===== src/rtl/mem_arbiter.sv =====
// Two-port memory arbiter: serialises instruction fetches and load/stores onto a
// byte-wide RAM, with rollback of speculative reads and UART back-pressure on stores.
module mem_arbiter (
    input  logic        clk,
    input  logic        rst,
    input  logic        ena,
    input  logic        in_fetch_req,
    input  logic [31:0] in_fetch_addr,
    output logic        out_fetch_ok,
    output logic [31:0] out_fetch_data,
    input  logic        in_ls_req,
    input  logic        in_ls_iswrite,
    input  logic [31:0] in_ls_addr,
    input  logic [2:0]  in_ls_size,
    input  logic [31:0] in_ls_data,
    output logic        out_ls_ok,
    output logic [31:0] out_ls_data,
    input  logic        in_rollback,
    input  logic        in_io_full,
    output logic [31:0] out_ram_addr,
    output logic [7:0]  out_ram_data,
    output logic        out_ram_wr,
    input  logic [7:0]  in_ram_data
);

    typedef enum logic [2:0] {
        IDLE     = 3'd0,
        FETCH    = 3'd1,
        LS_READ  = 3'd2,
        LS_WRITE = 3'd3,
        IO_WAIT  = 3'd4
    } state_t;

    state_t      state_r, state_nx;
    logic [2:0]  cnt_r, nbytes_r;
    logic [31:0] addr_r, wdata_r, rdbuf_r, fetch_data_r, ls_data_r;
    logic        last_ls_r, stalled_r, fetch_ok_r, ls_ok_r;

    logic        grant_ls_s, grant_fetch_s, is_read_s, is_write_s, io_addr_s;
    logic        write_go_s, last_byte_s, read_step_s, read_done_s;
    logic [31:0] capture_word_s, ram_addr_s;
    logic [7:0]  ram_data_s;
    logic        ram_wr_s;

    function automatic logic [2:0] size_decode(input logic [2:0] size);
        case (size)
            3'd1:    return 3'd1;
            3'd2:    return 3'd2;
            default: return 3'd4;
        endcase
    endfunction

    function automatic logic [31:0] insert_byte(input logic [31:0] word, input logic [1:0] idx,
                                                input logic [7:0] value);
        logic [31:0] w;
        w = word;
        w[{idx, 3'b000} +: 8] = value;
        return w;
    endfunction

    // LS wins a tie unless it was the last one served
    assign grant_ls_s    = in_ls_req && (!in_fetch_req || !last_ls_r);
    assign grant_fetch_s = in_fetch_req && !grant_ls_s;
    assign is_read_s     = (state_r == FETCH) || (state_r == LS_READ);
    assign is_write_s    = (state_r == LS_WRITE) || (state_r == IO_WAIT);
    assign io_addr_s     = (addr_r[17:16] == 2'b11);
    assign write_go_s    = ena && is_write_s && !(io_addr_s && in_io_full);
    assign last_byte_s   = (cnt_r == (nbytes_r - 3'd1));
    // A replay cycle after a stall re-issues the in-flight address and captures nothing
    assign read_step_s   = ena && is_read_s && !in_rollback && !stalled_r;
    assign read_done_s   = read_step_s && (cnt_r == nbytes_r);
    assign capture_word_s = insert_byte(rdbuf_r, cnt_r[1:0] - 2'd1, in_ram_data);

    // State register
    always_ff @(posedge clk or negedge rst) begin
        if (!rst) begin
            state_r <= IDLE;
        end else begin
            state_r <= state_nx;
        end
    end

    // Next-state logic
    always_comb begin
        state_nx = state_r;
        if (!ena) begin
            state_nx = state_r;
        end else begin
            case (state_r)
                IDLE: begin
                    if (in_rollback) begin
                        state_nx = IDLE;
                    end else if (grant_ls_s) begin
                        state_nx = in_ls_iswrite ? LS_WRITE : LS_READ;
                    end else if (grant_fetch_s) begin
                        state_nx = FETCH;
                    end else begin
                        state_nx = IDLE;
                    end
                end
                FETCH, LS_READ: begin
                    if (in_rollback || read_done_s) begin
                        state_nx = IDLE;
                    end else begin
                        state_nx = state_r;
                    end
                end
                LS_WRITE, IO_WAIT: begin
                    if (!write_go_s) begin
                        state_nx = IO_WAIT;
                    end else if (last_byte_s) begin
                        state_nx = IDLE;
                    end else begin
                        state_nx = LS_WRITE;
                    end
                end
                default: state_nx = IDLE;
            endcase
        end
    end

    // RAM-side outputs decoded from state
    always_comb begin
        ram_addr_s = 32'd0;
        ram_data_s = 8'd0;
        ram_wr_s   = 1'b0;
        case (state_r)
            FETCH, LS_READ: begin
                if (stalled_r) begin
                    ram_addr_s = addr_r + {29'd0, cnt_r - 3'd1};
                end else if (cnt_r != nbytes_r) begin
                    ram_addr_s = addr_r + {29'd0, cnt_r};
                end else begin
                    ram_addr_s = 32'd0;
                end
            end
            LS_WRITE, IO_WAIT: begin
                ram_addr_s = addr_r + {29'd0, cnt_r};
                ram_data_s = wdata_r[{cnt_r[1:0], 3'b000} +: 8];
                ram_wr_s   = write_go_s;
            end
            default: begin
                ram_addr_s = 32'd0;
                ram_data_s = 8'd0;
                ram_wr_s   = 1'b0;
            end
        endcase
    end

    assign out_ram_addr   = ram_addr_s;
    assign out_ram_data   = ram_data_s;
    assign out_ram_wr     = ram_wr_s;
    assign out_fetch_ok   = fetch_ok_r && ena;
    assign out_ls_ok      = ls_ok_r && ena;
    assign out_fetch_data = fetch_data_r;
    assign out_ls_data    = ls_data_r;

    // Operand capture, byte counting, read assembly and done pulses
    always_ff @(posedge clk or negedge rst) begin
        if (!rst) begin
            cnt_r        <= 3'd0;
            nbytes_r     <= 3'd0;
            addr_r       <= 32'd0;
            wdata_r      <= 32'd0;
            rdbuf_r      <= 32'd0;
            fetch_data_r <= 32'd0;
            ls_data_r    <= 32'd0;
            last_ls_r    <= 1'b0;
            stalled_r    <= 1'b0;
            fetch_ok_r   <= 1'b0;
            ls_ok_r      <= 1'b0;
        end else if (!ena) begin
            // ok pulses and data hold so the pulse lands on the next enabled cycle
            if (is_read_s && (cnt_r != 3'd0)) begin
                stalled_r <= 1'b1;
            end
        end else begin
            stalled_r  <= 1'b0;
            fetch_ok_r <= 1'b0;
            ls_ok_r    <= 1'b0;
            case (state_r)
                IDLE: begin
                    if (!in_rollback && (grant_ls_s || grant_fetch_s)) begin
                        cnt_r   <= 3'd0;
                        rdbuf_r <= 32'd0;
                        if (grant_ls_s) begin
                            addr_r    <= in_ls_addr;
                            nbytes_r  <= size_decode(in_ls_size);
                            wdata_r   <= in_ls_data;
                            last_ls_r <= 1'b1;
                        end else begin
                            addr_r    <= in_fetch_addr;
                            nbytes_r  <= 3'd4;
                            last_ls_r <= 1'b0;
                        end
                    end
                end
                FETCH, LS_READ: begin
                    if (read_step_s) begin
                        if (cnt_r != 3'd0) begin
                            rdbuf_r <= capture_word_s;
                        end
                        if (read_done_s) begin
                            if (state_r == FETCH) begin
                                fetch_ok_r   <= 1'b1;
                                fetch_data_r <= capture_word_s;
                            end else begin
                                ls_ok_r   <= 1'b1;
                                ls_data_r <= capture_word_s;
                            end
                        end else begin
                            cnt_r <= cnt_r + 3'd1;
                        end
                    end
                end
                LS_WRITE, IO_WAIT: begin
                    if (write_go_s) begin
                        if (last_byte_s) begin
                            ls_ok_r <= 1'b1;
                        end else begin
                            cnt_r <= cnt_r + 3'd1;
                        end
                    end
                end
                default: begin
                    cnt_r <= 3'd0;
                end
            endcase
        end
    end

endmodule


===== config.mk =====
export PLATFORM = sky130hd
export DESIGN_NAME = mem_arbiter
export DESIGN_NICKNAME = d
export VERILOG_FILES = /design/src/rtl/mem_arbiter.sv
export SDC_FILE = /design/constraint.sdc
export NUM_CORES = 1
export LEC_CHECK = 0
export CORE_MARGIN = 3
export CORE_UTILIZATION = 45
export DETAILED_ROUTE_END_ITERATION = 7
export GPL_ROUTABILITY_DRIVEN = 0
export GPL_TIMING_DRIVEN = 0
export PLACE_DENSITY = 0.73
export SYNTH_ARGS = -nofsm -noshare
export SYNTH_HDL_FRONTEND = slang
export SYNTH_SLANG_ARGS = --single-unit

===== constraint.sdc =====
create_clock -name clk -period 4.4 [get_ports clk]
set_input_delay 0.88 -clock clk [delete_from_list [all_inputs] [get_ports clk]]
set_output_delay 0.88 -clock clk [all_outputs]
set_load 0.1 [all_outputs]

**Yosys cells after proc, flatten, opt, wreduce, memory -nomap -nowiden**

Index checks and enable logic that the tools add are counted.

- Input bits: 115
- Register bits after elaboration: 173

- Shift-type cells: 3
- Add/sub/neg operators: 7
- Mux-type cells: 40
- Equal/unequal tests: 17
- Bitwise gates (word level): 1
- Reductions and logical operators: 37

Operators with widths:

| operator | number |
|---|---|
| two-way mux 32 bit | 6 |
| one-hot mux 32 bit (2 select lines) | 2 |
| adder 32 x 3 -> 32 bit | 2 |
| bitwise mux 32 bit | 1 |
| variable shift 8 x 7 -> 32 bit (first input constant) | 1 |
| indexed part select 32 x 6 -> 8 bit | 1 |
| indexed part select 8 x 7 -> 32 bit | 1 |
| two-way mux 3 bit | 8 |
| one-hot mux 3 bit (3 select lines) | 2 |
| two-way mux 1 bit | 15 |
| AND reduction 5 bit | 3 |
| inequality test 2 bit (second input constant) | 7 |
| logical AND 1 bit | 13 |
| == test 3 x 2 -> 1 bit (second input constant) | 3 |
| two-way mux 8 bit | 1 |
| negation 5 -> 7 bit | 1 |
| == test 3 x 1 -> 1 bit (second input constant) | 2 |
| == test 3 bit | 2 |
| logical NOT 1 bit | 6 |
| two-way mux 2 bit | 3 |
| one-hot mux 3 bit (2 select lines) | 1 |
| AND reduction 6 bit | 1 |
| subtractor 3 x 1 -> 3 bit (second input constant) | 2 |
| logical OR 1 bit | 5 |
| 14 further kinds | 16 |

**Longest topological paths before layout**

Gate-level depths: netlist (run 1).

- Word-level depth: 9
- Gate-level depth with buffers: 11
- Depth with buffers taken out: 10

**Worst setup path after synthesis (run 1)**

Ideal clock, no wire load.

- Path kind: flip-flop to output port
- Start: register cnt_r[1]
- End: output port out_ram_addr[14]
- Path slack: -0.932 ns
- Arrival: 4.452 ns
- Cell stages (with the launch flop): 12
- Buffers on the path: 1
- Path through: dfrtp_1 > buf_2 > inv_1 > ha_1 > inv_1 > fa_1 > a21o_1 > nand3_1 > o21ai_0 > nand3_1 > o21ai_0 > o32ai_1

- Longest elaborated chain between the ends: 4
- Elaborated cells on any way between the ends: 7
- Classes of those cells: add/sub: 3; eq/ne: 1; mux: 3

Ends and longest elaborated chain:

| what | line | RTL |
|---|---|---|
| start, declared | 35 | `logic [2:0] cnt_r, nbytes_r;` |
| start signal, assigned | 212 | `cnt_r <= cnt_r + 3'd1;` |
| start signal, assigned | 221 | `cnt_r <= cnt_r + 3'd1;` |
| subtractor 3 x 1 -> 3 bit, or another cell as far along | 130 | `ram_addr_s = addr_r + {29'd0, cnt_r - 3'd1};` |
| adder 32 x 3 -> 32 bit / two-way mux 32 bit (equally long branches) | 130, 131 |  |
| two-way mux 32 bit | 129 | `if (stalled_r) begin` |
| one-hot mux 32 bit (2 select lines) (*) | 127 | `case (state_r)` |
| end, declared | 20 | `output logic [31:0] out_ram_addr,` |

Mark *: on every way between the ends. The rest lies on a longest branch, timed or not.

**Worst setup path in the final report (run 1)**

- Start: register cnt_r[1]
- End: output port out_ram_addr[24]

The elaborated chain is that of the path after synthesis.

==> key figures, run 1 <==
Run status
  – Outcome: finished, final reports clean

Detailed routing
  – Post-DRT Antenna Nets: 0
  – DR DRC count: 0
  – WL/cell: 18.3 microns
  – Via/cell ratio: 5.67
  – Drt pass-1 iters: 5
  – Total number of vias: 8496
  – 1st-iter DRT viols: 779
  – Routed WL: 27400 microns

Final layout
  – Area Growth Syn to Fin: 34.8%
  – Commonest non-fill, non-tap cell in the layout: clkdlybuf4s50_1
  – Final core area utilization: 62.5%
  – Layout fillers: 1749
  – Design area: 12800 sq um
  – Layout cells sized above 1: 17.3%
  – Most frequent cells in the layout: clkdlybuf4s50_1 (180), dfrtp_1 (171), a21oi_1 (119)
  – ANT cells: 0
  – Layout Nets: 1346
  – Layout Cells excl Fill: 1498

Synthesis
  – Avg Inst Size Synth: 9.79 sq um
  – Syn_nets: 1098
  – Count of state elements after synthesis: 173
  – Mux share of post-synthesis cell area: 9.42%
  – Post-synthesis adder-cell area fraction: 2.27%
  – Xor and xnor fraction of the mapped netlist area: 1.44%
  – Synthesized instance count: 967
  – Async SR Flop Fraction: 100%
  – Post-synthesis sequential area ratio: 45.7%
  – Synth Area in Compound Gates: 19.6%
  – Synth Flop Type: dfrtp_1
  – Synthesized area: 9470 sq um
  – Main combinational cell family by area after synthesis: compound AO/OA/AOI/OAI gates
  – Simple-gate share of the synthesized area: 17.6%
  – Yosys warns: 0
  – Post-synth EDFFs: 0
  – Synth cell types: 74

Timing
  – Hold WS: 410 ps
  – Slew HR: 31.9%
  – Fin crit period: 4340 ps
  – Slew Limit Fails: 0
  – RSZ-0062 raised after global routing: true
  – Final setup fails: 0
  – Period utilisation layout: 98.6%
  – Setup slack after layout: 60.5 ps
  – Worst clock skew: 11.0 ps
  – Setup TNS: 0 ps
  – Slew @ Worst Pin: 1020 ps
  – F_max: 230 MHz
  – Final Hold Fails: 0

Critical path
  – Largest stage delay, worst path: 460 ps
  – WP data arrival: 3460 ps
  – CP max-delay cell: buf_2
  – Worst Setup Start Kind: flip-flop
  – Crit. End Element: output port
  – Setup CP Type: reg -> out
  – R2R Path End: rdbuf_r[9]$_DFFE_PN0P_
  – Critical R2R Launch: cnt_r[0]$_DFFE_PN0P_
  – CP required: 3520 ps
  – CP Max Fanout: 10
  – Cell breakdown of the critical path: buf_6, clkinvlp_4, ha_1, inv_4, fa_1, a21o_1, nand4_1, buf_4, o31ai_1, a31oi_2, buf_2
  – Cells on worst reg2reg path: 9
  – FF-to-FF setup slack: 1530 ps

Place
  – Placed Instance Area: 12100 sq um
  – Port bufs: 213
  – DPL Wire Length: 20200 microns
  – Worst slack at placement: -904 ps
  – Placed Cells: 1451

Global route
  – First-pass GRT wire length: 43500 microns
  – Gr usage total: 24.2%
  – Global route overflow: 0
  – Largest net degree at the start of global routing: 98
  – Vias in the first global route: 8271
  – Initial antenna violation count: 0

Die
  – Core area: 20400 sq um
  – Die width: 151 microns
  – Die span in y: 151 microns
  – DIE AREA: 22800 sq um
  – Initial core utilization: 46.3%
  – Rows: 52
  – I/O Pins: 222

Clock tree
  – Clock tree buffer depth: 2
  – Clock slew at reported path FFs: 60 ps
  – Clock Root Buffer: clkbuf_16
  – CTS Buf Count: 17
  – Clk Latency, worst-skew pair: 440 ps
  – H-tree Lvls: 4
  – TritonCTS clock tree: yes
  – Clk sink count: 173

Pwr
  – Power per cell area: 858 nW/um^2
  – Worst VDD drop: 0.000516 V
  – Total power: 10.9 mW
  – LEAKAGE: 5.43 nW

Hold path
  – Hold WC Path Type: in -> async

Job
  – Max-Cap Viols: 0
## synthesized netlist by cell type, types with 3 or more instances
cell type,count,area [sq um]
nand2b_1,10,62.6
nor3_1,10,50.1
mux2i_1,34,340
dfrtp_1,173,4330
o31ai_1,4,30.0
or3_4,3,33.8
nand4_1,9,56.3
nor4_4,4,85.1
xnor2_1,4,35.0
or3_1,4,25.0
a22o_1,36,315
ha_1,14,175
mux2_2,33,372
clkbuf_1,18,67.6
a21o_1,7,52.6
buf_4,3,22.5
and2_1,13,81.3
nor4_1,4,25.0
a31oi_1,8,50.1
and3_1,5,31.3
buf_2,26,130
a22oi_1,6,45.0
mux4_2,8,180
and4_1,8,70.1
nand3_1,15,75.1
nand2_1,71,267
buf_6,5,56.3
a21oi_1,122,611
o22ai_1,11,68.8
nor2_1,104,390
buf_1,11,41.3
o21ai_1,15,75.1
xor2_1,9,78.8
nor2b_1,33,206
inv_1,14,52.6
o22ai_2,3,37.5
o21ai_2,5,43.8
o21ai_0,59,295
## worst max path at each step
stage / slack [ps] / end / startpoint / cells past startpoint
floorplan: 60 / out_ram_addr[20] / cnt_r[1]$_DFFE_PN0P_ / 11
global placement: -4630 / wdata_r[30]$_DFFE_PN0P_ / rst / 1
detailed placement: -900 / out_ram_addr[20] / cnt_r[1]$_DFFE_PN0P_ / 12
CTS: -50 / out_ram_addr[20] / cnt_r[1]$_DFFE_PN0P_ / 12
global route: -40 / out_ram_addr[20] / cnt_r[1]$_DFFE_PN0P_ / 12
finish: 60 / out_ram_addr[24] / cnt_r[1]$_DFFE_PN0P_ / 11
## metal layers
metal / part of all wire (%) / global-route usage (%)
met1: 41 / 32.2
met2: 49 / 40.0
met3: 7.0 / 5.00
met4: 2.5 / 7.34
met5: 0 / 0
## flip-flops by register name, summed over array words and instances (netlist names)
| name | count |
|---|---|
| last_ls_r | 1 |
| state_r | 3 |
| ls_ok_r | 1 |
| out_fetch_data | 32 |
| fetch_ok_r | 1 |
| stalled_r | 1 |
| wdata_r | 32 |
| rdbuf_r | 32 |
| addr_r | 32 |
| out_ls_data | 32 |
| nbytes_r | 3 |
| cnt_r | 3 |
## cells by family (layout without fill, tap and decap cells)
| group | after synthesis | count (layout) |
|---|---|---|
| mux | 75 | 75 |
| fa+ha+maj | 16 | 16 |
| flops | 173 | 173 |
| simple gates | 311 | 311 |
| compound gates | 300 | 300 |
| buf+inv | 78 | 339 |
| xor+xnor | 14 | 14 |
## layout make-up
cell class	count	area, sq um	area share (%)
multi-input combinational	716	4880	38.2
sequential	173	4330	34.0
timing repair buffer	229	2220	17.4
clock buffer	20	467	3.66
tap	270	338	2.65
buffer	64	329	2.58
clock inverter	12	128	1.00
inverter	14	62.6	0.490
## repair_timing
item                       CTS  global route
gates resized for setup    168            20
hold buffers                 0             0
pin swaps                    1             3
setup endpoints to repair   32            31
buffers inserted             3            12
## power breakdown
group / internal [mW] / switching, mW
sequential: 2.20 / 0.492
clock: 0.839 / 0.681
combinational: 1.81 / 4.93
total: 4.85 / 6.10
## worst max-delay path: cells and delay by family (launching register included)
family	cells	cell delay (ps)
buffers and inverters	5	1030
and+or+nand+nor	1	230
DFF	1	370
adders and majority gates	2	790
AOI/OAI and AO/OA	3	590
No activity file was read; power rests on OpenSTA's default activity.
==> run 2: changes to the inputs <==
Settings changed: CORE_UTILIZATION 45 to 25, PLACE_DENSITY 0.73 to not set.
==> run 2 against run 1 <==
First-iteration DRC count decreased by 18%. Die area is 76% higher. Global-route usage down 9.3 points. Wire length is 12% higher. Clock power up 11%. Setup slack improved by 23 ps. Clock skew fell by 1.1 ps. Critical path depth rose by 1. Largest cell class unchanged. Largest power group unchanged.
==> key figures, run 2 (synthesis results as in run 1) <==
Run status
  – Outcome: finished, final reports clean

Die
  – I/O Pins: 222 (unchanged)
  – Die width: 201 microns (+33%)
  – Rows: 70 (+35%)
  – Initial core utilization: 25.6% (-21 points)
  – Die span in y: 201 microns (+33%)
  – Core area: 37000 sq um (+81%)
  – DIE AREA: 40200 sq um (+76%)

Final layout
  – Area Growth Syn to Fin: 40.1%
  – Layout Nets: 1350 (+0.30%)
  – Commonest non-fill, non-tap cell in the layout: clkdlybuf4s50_1
  – Layout cells sized above 1: 18.6% (+1.2 points)
  – Design area: 13300 sq um (+3.9%)
  – Most frequent cells in the layout: clkdlybuf4s50_1 (180), dfrtp_1 (171), a21oi_1 (119)

Timing
  – Slew @ Worst Pin: 1030 ps (+9.12 ps)
  – F_max: 232 MHz (+0.54%)
  – Worst clock skew: 9.84 ps (-1.12 ps)
  – Fin crit period: 4320 ps (-23.5 ps)
  – Slew Limit Fails: 0 (unchanged)
  – RSZ-0062 raised after global routing: true
  – Final Hold Fails: 0 (unchanged)
  – Setup slack after layout: 84.0 ps (+23.5 ps)
  – Slew HR: 31.3% (-0.61 points)
  – Period utilisation layout: 98.1% (-0.53 points)
  – Final setup fails: 0 (unchanged)

Detailed routing
  – Drt pass-1 iters: 5 (unchanged)
  – M1 wire length: 13700 microns (+21%)
  – WL/cell: 17.7 microns (-3.5%)
  – Wire length on met3: 1860 microns (-2.4%)
  – Max Used Layer: met5
  – Post-DRT Antenna Nets: 0 (unchanged)
  – Total number of vias: 8433 (-0.74%)
  – DR DRC count: 0 (unchanged)
  – DR WL met2: 14600 microns (+8.7%)
  – Via/cell ratio: 4.85 (-14%)
  – 1st-iter DRT viols: 640 (-18%)
  – Routed WL: 30700 microns (+12%)

Place
  – Worst slack at placement: -1070 ps (-171 ps)
  – DPL Wire Length: 23000 microns (+14%)
  – Port bufs: 213 (unchanged)
  – Placed Instance Area: 12400 sq um (+2.4%)

Global route
  – First-pass GRT wire length: 47700 microns (+9.6%)
  – Vias in the first global route: 8270 (-0.012%)
  – Initial antenna violation count: 2 (+2)
  – Largest net degree at the start of global routing: 101 (+3.1%)
  – Global route overflow: 0 (unchanged)
  – Gr usage total: 14.9% (-9.3 points)

Hold path
  – Hold WC Path Type: in -> async

Clock tree
  – Clock slew at reported path FFs: 70 ps (about the same)
  – H-tree Lvls: 4 (unchanged)
  – TritonCTS clock tree: yes
  – Clk Latency, worst-skew pair: 440 ps (about the same)
  – Clk sink count: 173 (unchanged)
  – CTS Buf Count: 17 (unchanged)
  – Post-cts hold buffer count: 0 (unchanged)
  – Clock Root Buffer: clkbuf_16
  – Clock tree buffer depth: 2 (unchanged)

Pwr
  – Worst VDD drop: 0.000415 V (-20%)
  – LEAKAGE: 5.50 nW (+1.4%)
  – Power per cell area: 851 nW/um^2 (-0.83%)

Critical path
  – Worst Setup Start Kind: flip-flop
  – Setup CP Type: reg -> out
  – Crit. End Element: output port
  – WP data arrival: 3440 ps (-20 ps)
  – CP Max Fanout: 5 (-5)
  – CP required: 3520 ps (about the same)

Job
  – Max-Cap Viols: 0 (unchanged)
## run 2: worst max-delay path, stage by stage (launching register included)
cell	delay (ps)
dfrtp_2	450
clkinvlp_4	220
ha_4	210
xor2_1	150
ha_1	360
a21o_1	250
nand4_1	280
buf_4	230
nor2_1	210
a21oi_1	100
o21ai_0	230
o21ai_2	120
buf_12	180
## run 2: what timing repair did
item                                    in CTS  in global routing
buffers inserted                             8                 11
pin swaps                                    5                  9
gates resized for setup                    190                 37
endpoints found under the setup margin      32                 30
## run 2: final timing paths
path,start,to,slack [ps],cells after the start
min in group clk,fetch_ok_r$_DFFE_PN0P_,fetch_ok_r$_DFFE_PN0P_,480,1
max reg2reg,cnt_r[0]$_DFFE_PN0P_,rdbuf_r[13]$_DFFE_PN0P_,1360,9
min reg2reg,fetch_ok_r$_DFFE_PN0P_,fetch_ok_r$_DFFE_PN0P_,480,1
min,rst,out_fetch_data[1]$_DFFE_PN0P_,390,1
max,cnt_r[0]$_DFFE_PN0P_,out_ram_addr[28],80,12
max in group asynchronous,rst,wdata_r[23]$_DFFE_PN0P_,3100,2
## run 2: power by group
part / leakage (nW) / switching (mW) / internal [mW]
clock: 0.323 / 0.690 / 0.997
combinational: 2.98 / 5.00 / 1.87
sequential: 2.19 / 0.519 / 2.20
total: 5.50 / 6.21 / 5.07
## run 2: per-stage QoR
step / hold WS [ps] / utilization (%) / setup TNS [ps] / cells / power (mW)
2_1_floorplan: 446 / - / 0 / 967 / 7.70
3_3_place_gp: 457 / 33.3 / -869110 / 1684 / 9.39
3_5_place_dp: 465 / 33.4 / -22580 / 1685 / 9.46
4_1_cts: 422 / 35.4 / -15.5 / 1725 / 11.2
5_1_grt: 431 / 35.9 / -195 / 1736 / 11.8
6_report: 391 / 35.9 / 0 / 1737 / 11.3
## run 2: routing by layer
| metal | global-route usage [%] | up-vias |
|---|---|---|
| li1 | - | 3986 |
| met1 | 19.8 | 4140 |
| met2 | 24.3 | 267 |
| met3 | 4.02 | 36 |
| met4 | 3.61 | 4 |
| met5 | 0 | - |
## run 2: final cells by class
cell class                      count  area (sq um)
Clock buffer                       19           453
Timing Repair Buffer              233          2280
Fill cell                        3807         23700
Sequential cell                   173          4330
Multi-Input combinational cell    716          4950
Clock inverter                     13           201
Buffer                             64           338
Tap cell                          504           631
Antenna cell                        1          2.50
Inverter                           14          63.8
==> run 3: changes to the inputs <==
Settings changed: DONT_BUFFER_PORTS set to 1.
==> run 3 against run 2 <==
Register-to-register slack got worse by 20 ps. Clock skew increased by 1.5 ps. Clock-buffer cell count unchanged. Setup slack got worse by 74 ps. Cell count decreased by 13%. Sequential share of layout area increased by 5.5 points. Utilization decreased by 5.2 points. Die area unchanged. Critical path type unchanged. Highest routed layer unchanged.
==> key figures, run 3 (synthesis results as in run 1) <==
Place
  – DPL Wire Length: 22200 microns (-3.3%)
  – Worst slack at placement: -796 ps (+279 ps)
  – Port bufs: 0 (-100%)

Critical path
  – Worst Setup Start Kind: flip-flop
  – Critical Path Sink: out_ram_addr[14]
  – Cells on worst reg2reg path: 11 (+2)
  – WP data arrival: 3510 ps (+70 ps)
  – R2R Path End: rdbuf_r[13]$_DFFE_PN0P_
  – CP max-delay cell: o32ai_4
  – Largest stage delay, worst path: 900 ps (+450 ps)
  – CP Max Fanout: 3 (-2)
  – Setup crit start: cnt_r[1]$_DFFE_PN0P_
  – Cell breakdown of the critical path: buf_12, clkinvlp_4, buf_4, ha_4, clkinvlp_4, fa_2, a21o_1, nand3_1, o21ai_0, nand3_1, o21ai_2, o32ai_4
  – CP required: 3520 ps (about the same)
  – Critical R2R Launch: cnt_r[1]$_DFFE_PN0P_
  – Crit. End Element: output port
  – Setup CP Type: reg -> out
  – FF-to-FF setup slack: 1340 ps (-20 ps)

Global route
  – Initial antenna violation count: 3 (+1)
  – Global route overflow: 0 (unchanged)
  – Gr usage total: 15.0% (+0.083 points)
  – Largest net degree at the start of global routing: 174 (+72%)
  – Most crowded layer after global routing: met2
  – Met1 usage in global routing: 19.4% (-0.33 points)
  – GR Util met3: 5.38% (+1.4 points)
  – Vias in the first global route: 7639 (-7.6%)
  – Routing usage on met2: 23.8% (-0.50 points)
  – First-pass GRT wire length: 47100 microns (-1.3%)

Die
  – Die width: 201 microns (unchanged)
  – Die span in y: 201 microns (unchanged)
  – DIE AREA: 40200 sq um (unchanged)
  – Initial core utilization: 25.6% (unchanged)
  – I/O Pins: 222 (unchanged)
  – Core area: 37000 sq um (unchanged)
  – Rows: 70 (unchanged)

Clock tree
  – Clock slew at reported path FFs: 60 ps (about the same)
  – Clk sink count: 173 (unchanged)
  – Clock tree buffer depth: 2 (unchanged)
  – Clk Latency, worst-skew pair: 440 ps (about the same)
  – Clock Root Buffer: clkbuf_16
  – CTS Buf Count: 17 (unchanged)
  – H-tree Lvls: 4 (unchanged)
  – TritonCTS clock tree: yes
  – Post-cts hold buffer count: 0 (unchanged)

Final layout
  – Layout fillers: 3890 (+2.2%)
  – Area Growth Syn to Fin: 19.8%
  – Commonest non-fill, non-tap cell in the layout: dfrtp_1
  – Layout Nets: 1133 (-16%)
  – Layout cells sized above 1: 20.7% (+2.1 points)
  – Most frequent cells in the layout: dfrtp_1 (171), a21oi_1 (116), nor2_1 (103)

Timing
  – Final Hold Fails: 0 (unchanged)
  – Slew HR: 20.4% (-11 points)
  – Slew @ Worst Pin: 1190 ps (+166 ps)
  – Setup slack after layout: 9.79 ps (-74.2 ps)
  – RSZ-0062 raised after global routing: true
  – F_max: 228 MHz (-1.7%)
  – Final setup fails: 0 (unchanged)
  – Fin crit period: 4390 ps (+74.2 ps)
  – Slew Limit Fails: 0 (unchanged)
  – Period utilisation layout: 99.8% (+1.7 points)
  – Worst clock skew: 11.3 ps (+1.46 ps)

Job
  – Max-Cap Viols: 0 (unchanged)

Detailed routing
  – Routed WL: 30300 microns (-1.3%)
  – Post-DRT Antenna Nets: 0 (unchanged)
  – Via/cell ratio: 5.02 (+3.4%)
  – DR DRC count: 0 (unchanged)
  – Drt pass-1 iters: 5 (unchanged)
  – Total number of vias: 7624 (-9.6%)
  – 1st-iter DRT viols: 517 (-19%)
  – WL/cell: 20.0 microns (+13%)

Run status
  – Outcome: finished, final reports clean

Hold path
  – Hold WC Path Type: in -> async
-- run 3: cell count changes in the layout (fill, tap and decap cells not counted), sizes merged --
cell and delta:
clkdlybuf4s50 -180, buf -29, clkbuf -7, clkinv -3
clkinvlp +1, dlygate4sd2 -1
-- run 3: worst min-delay path by stage --
stage                           start                             to  slack [ps]
6_report                          rst    out_ls_data[28]$_DFFE_PN0P_         150
5_1_grt                           rst  out_fetch_data[1]$_DFFE_PN0P_         110
4_1_cts                           rst    out_ls_data[28]$_DFFE_PN0P_         120
3_5_place_dp   fetch_ok_r$_DFFE_PN0P_         fetch_ok_r$_DFFE_PN0P_         460
3_3_place_gp   fetch_ok_r$_DFFE_PN0P_         fetch_ok_r$_DFFE_PN0P_         460
2_1_floorplan  fetch_ok_r$_DFFE_PN0P_         fetch_ok_r$_DFFE_PN0P_         450
-- run 3: final cells by class --
class / instances / area (sq um) / area share [%]
Timing Repair Buffer: 16 / 124 / 1.09
Buffer: 64 / 339 / 2.99
Clock buffer: 19 / 453 / 3.99
Multi-Input combinational cell: 716 / 5220 / 46.0
Clock inverter: 11 / 179 / 1.58
Inverter: 14 / 63.8 / 0.563
Sequential cell: 173 / 4330 / 38.2
Antenna cell: 1 / 2.50 / 0.0221
Tap cell: 504 / 631 / 5.56
-- run 3: metal layers --
metal	vias up	share of wire, %
met5	-	0.066
met4	2	1.8
met3	35	8.0
met2	255	47
met1	3772	43
li1	3560	-
-- run 3: timing repair --
| item | CTS | global route |
|---|---|---|
| setup buffers | 13 | 3 |
| gates resized for setup | 51 | 15 |
| endpoints found under the setup margin | 30 | 15 |
| pin swaps | 13 | 14 |
| gates cloned | 0 | 0 |
-- run 3: through the flow --
stage / std cells / area [sq um] / util, % / setup TNS (ps) / hold WS, ps
2_1_floorplan: 967 / 9560 / - / 0 / 446
3_3_place_gp: 1471 / 10200 / 27.6 / -12560 / 456
3_5_place_dp: 1471 / 10300 / 27.7 / -10470 / 461
4_1_cts: 1514 / 11200 / 30.4 / 0 / 120
5_1_grt: 1517 / 11300 / 30.7 / -441 / 110
6_report: 1518 / 11300 / 30.7 / 0 / 148
-- run 3: critical path: cells and delay by family, from the launching register on --
kind | cells | cell delay (ps)
compound gates | 4 | 1280
fa+ha+maj | 2 | 670
buf+inv | 4 | 500
flops | 1 | 380
simple gates | 2 | 240
Power of run 3 is left out: the tool's default activity adds up to more than one toggle a clock period on the data nets, which glitch-free logic cannot reach.
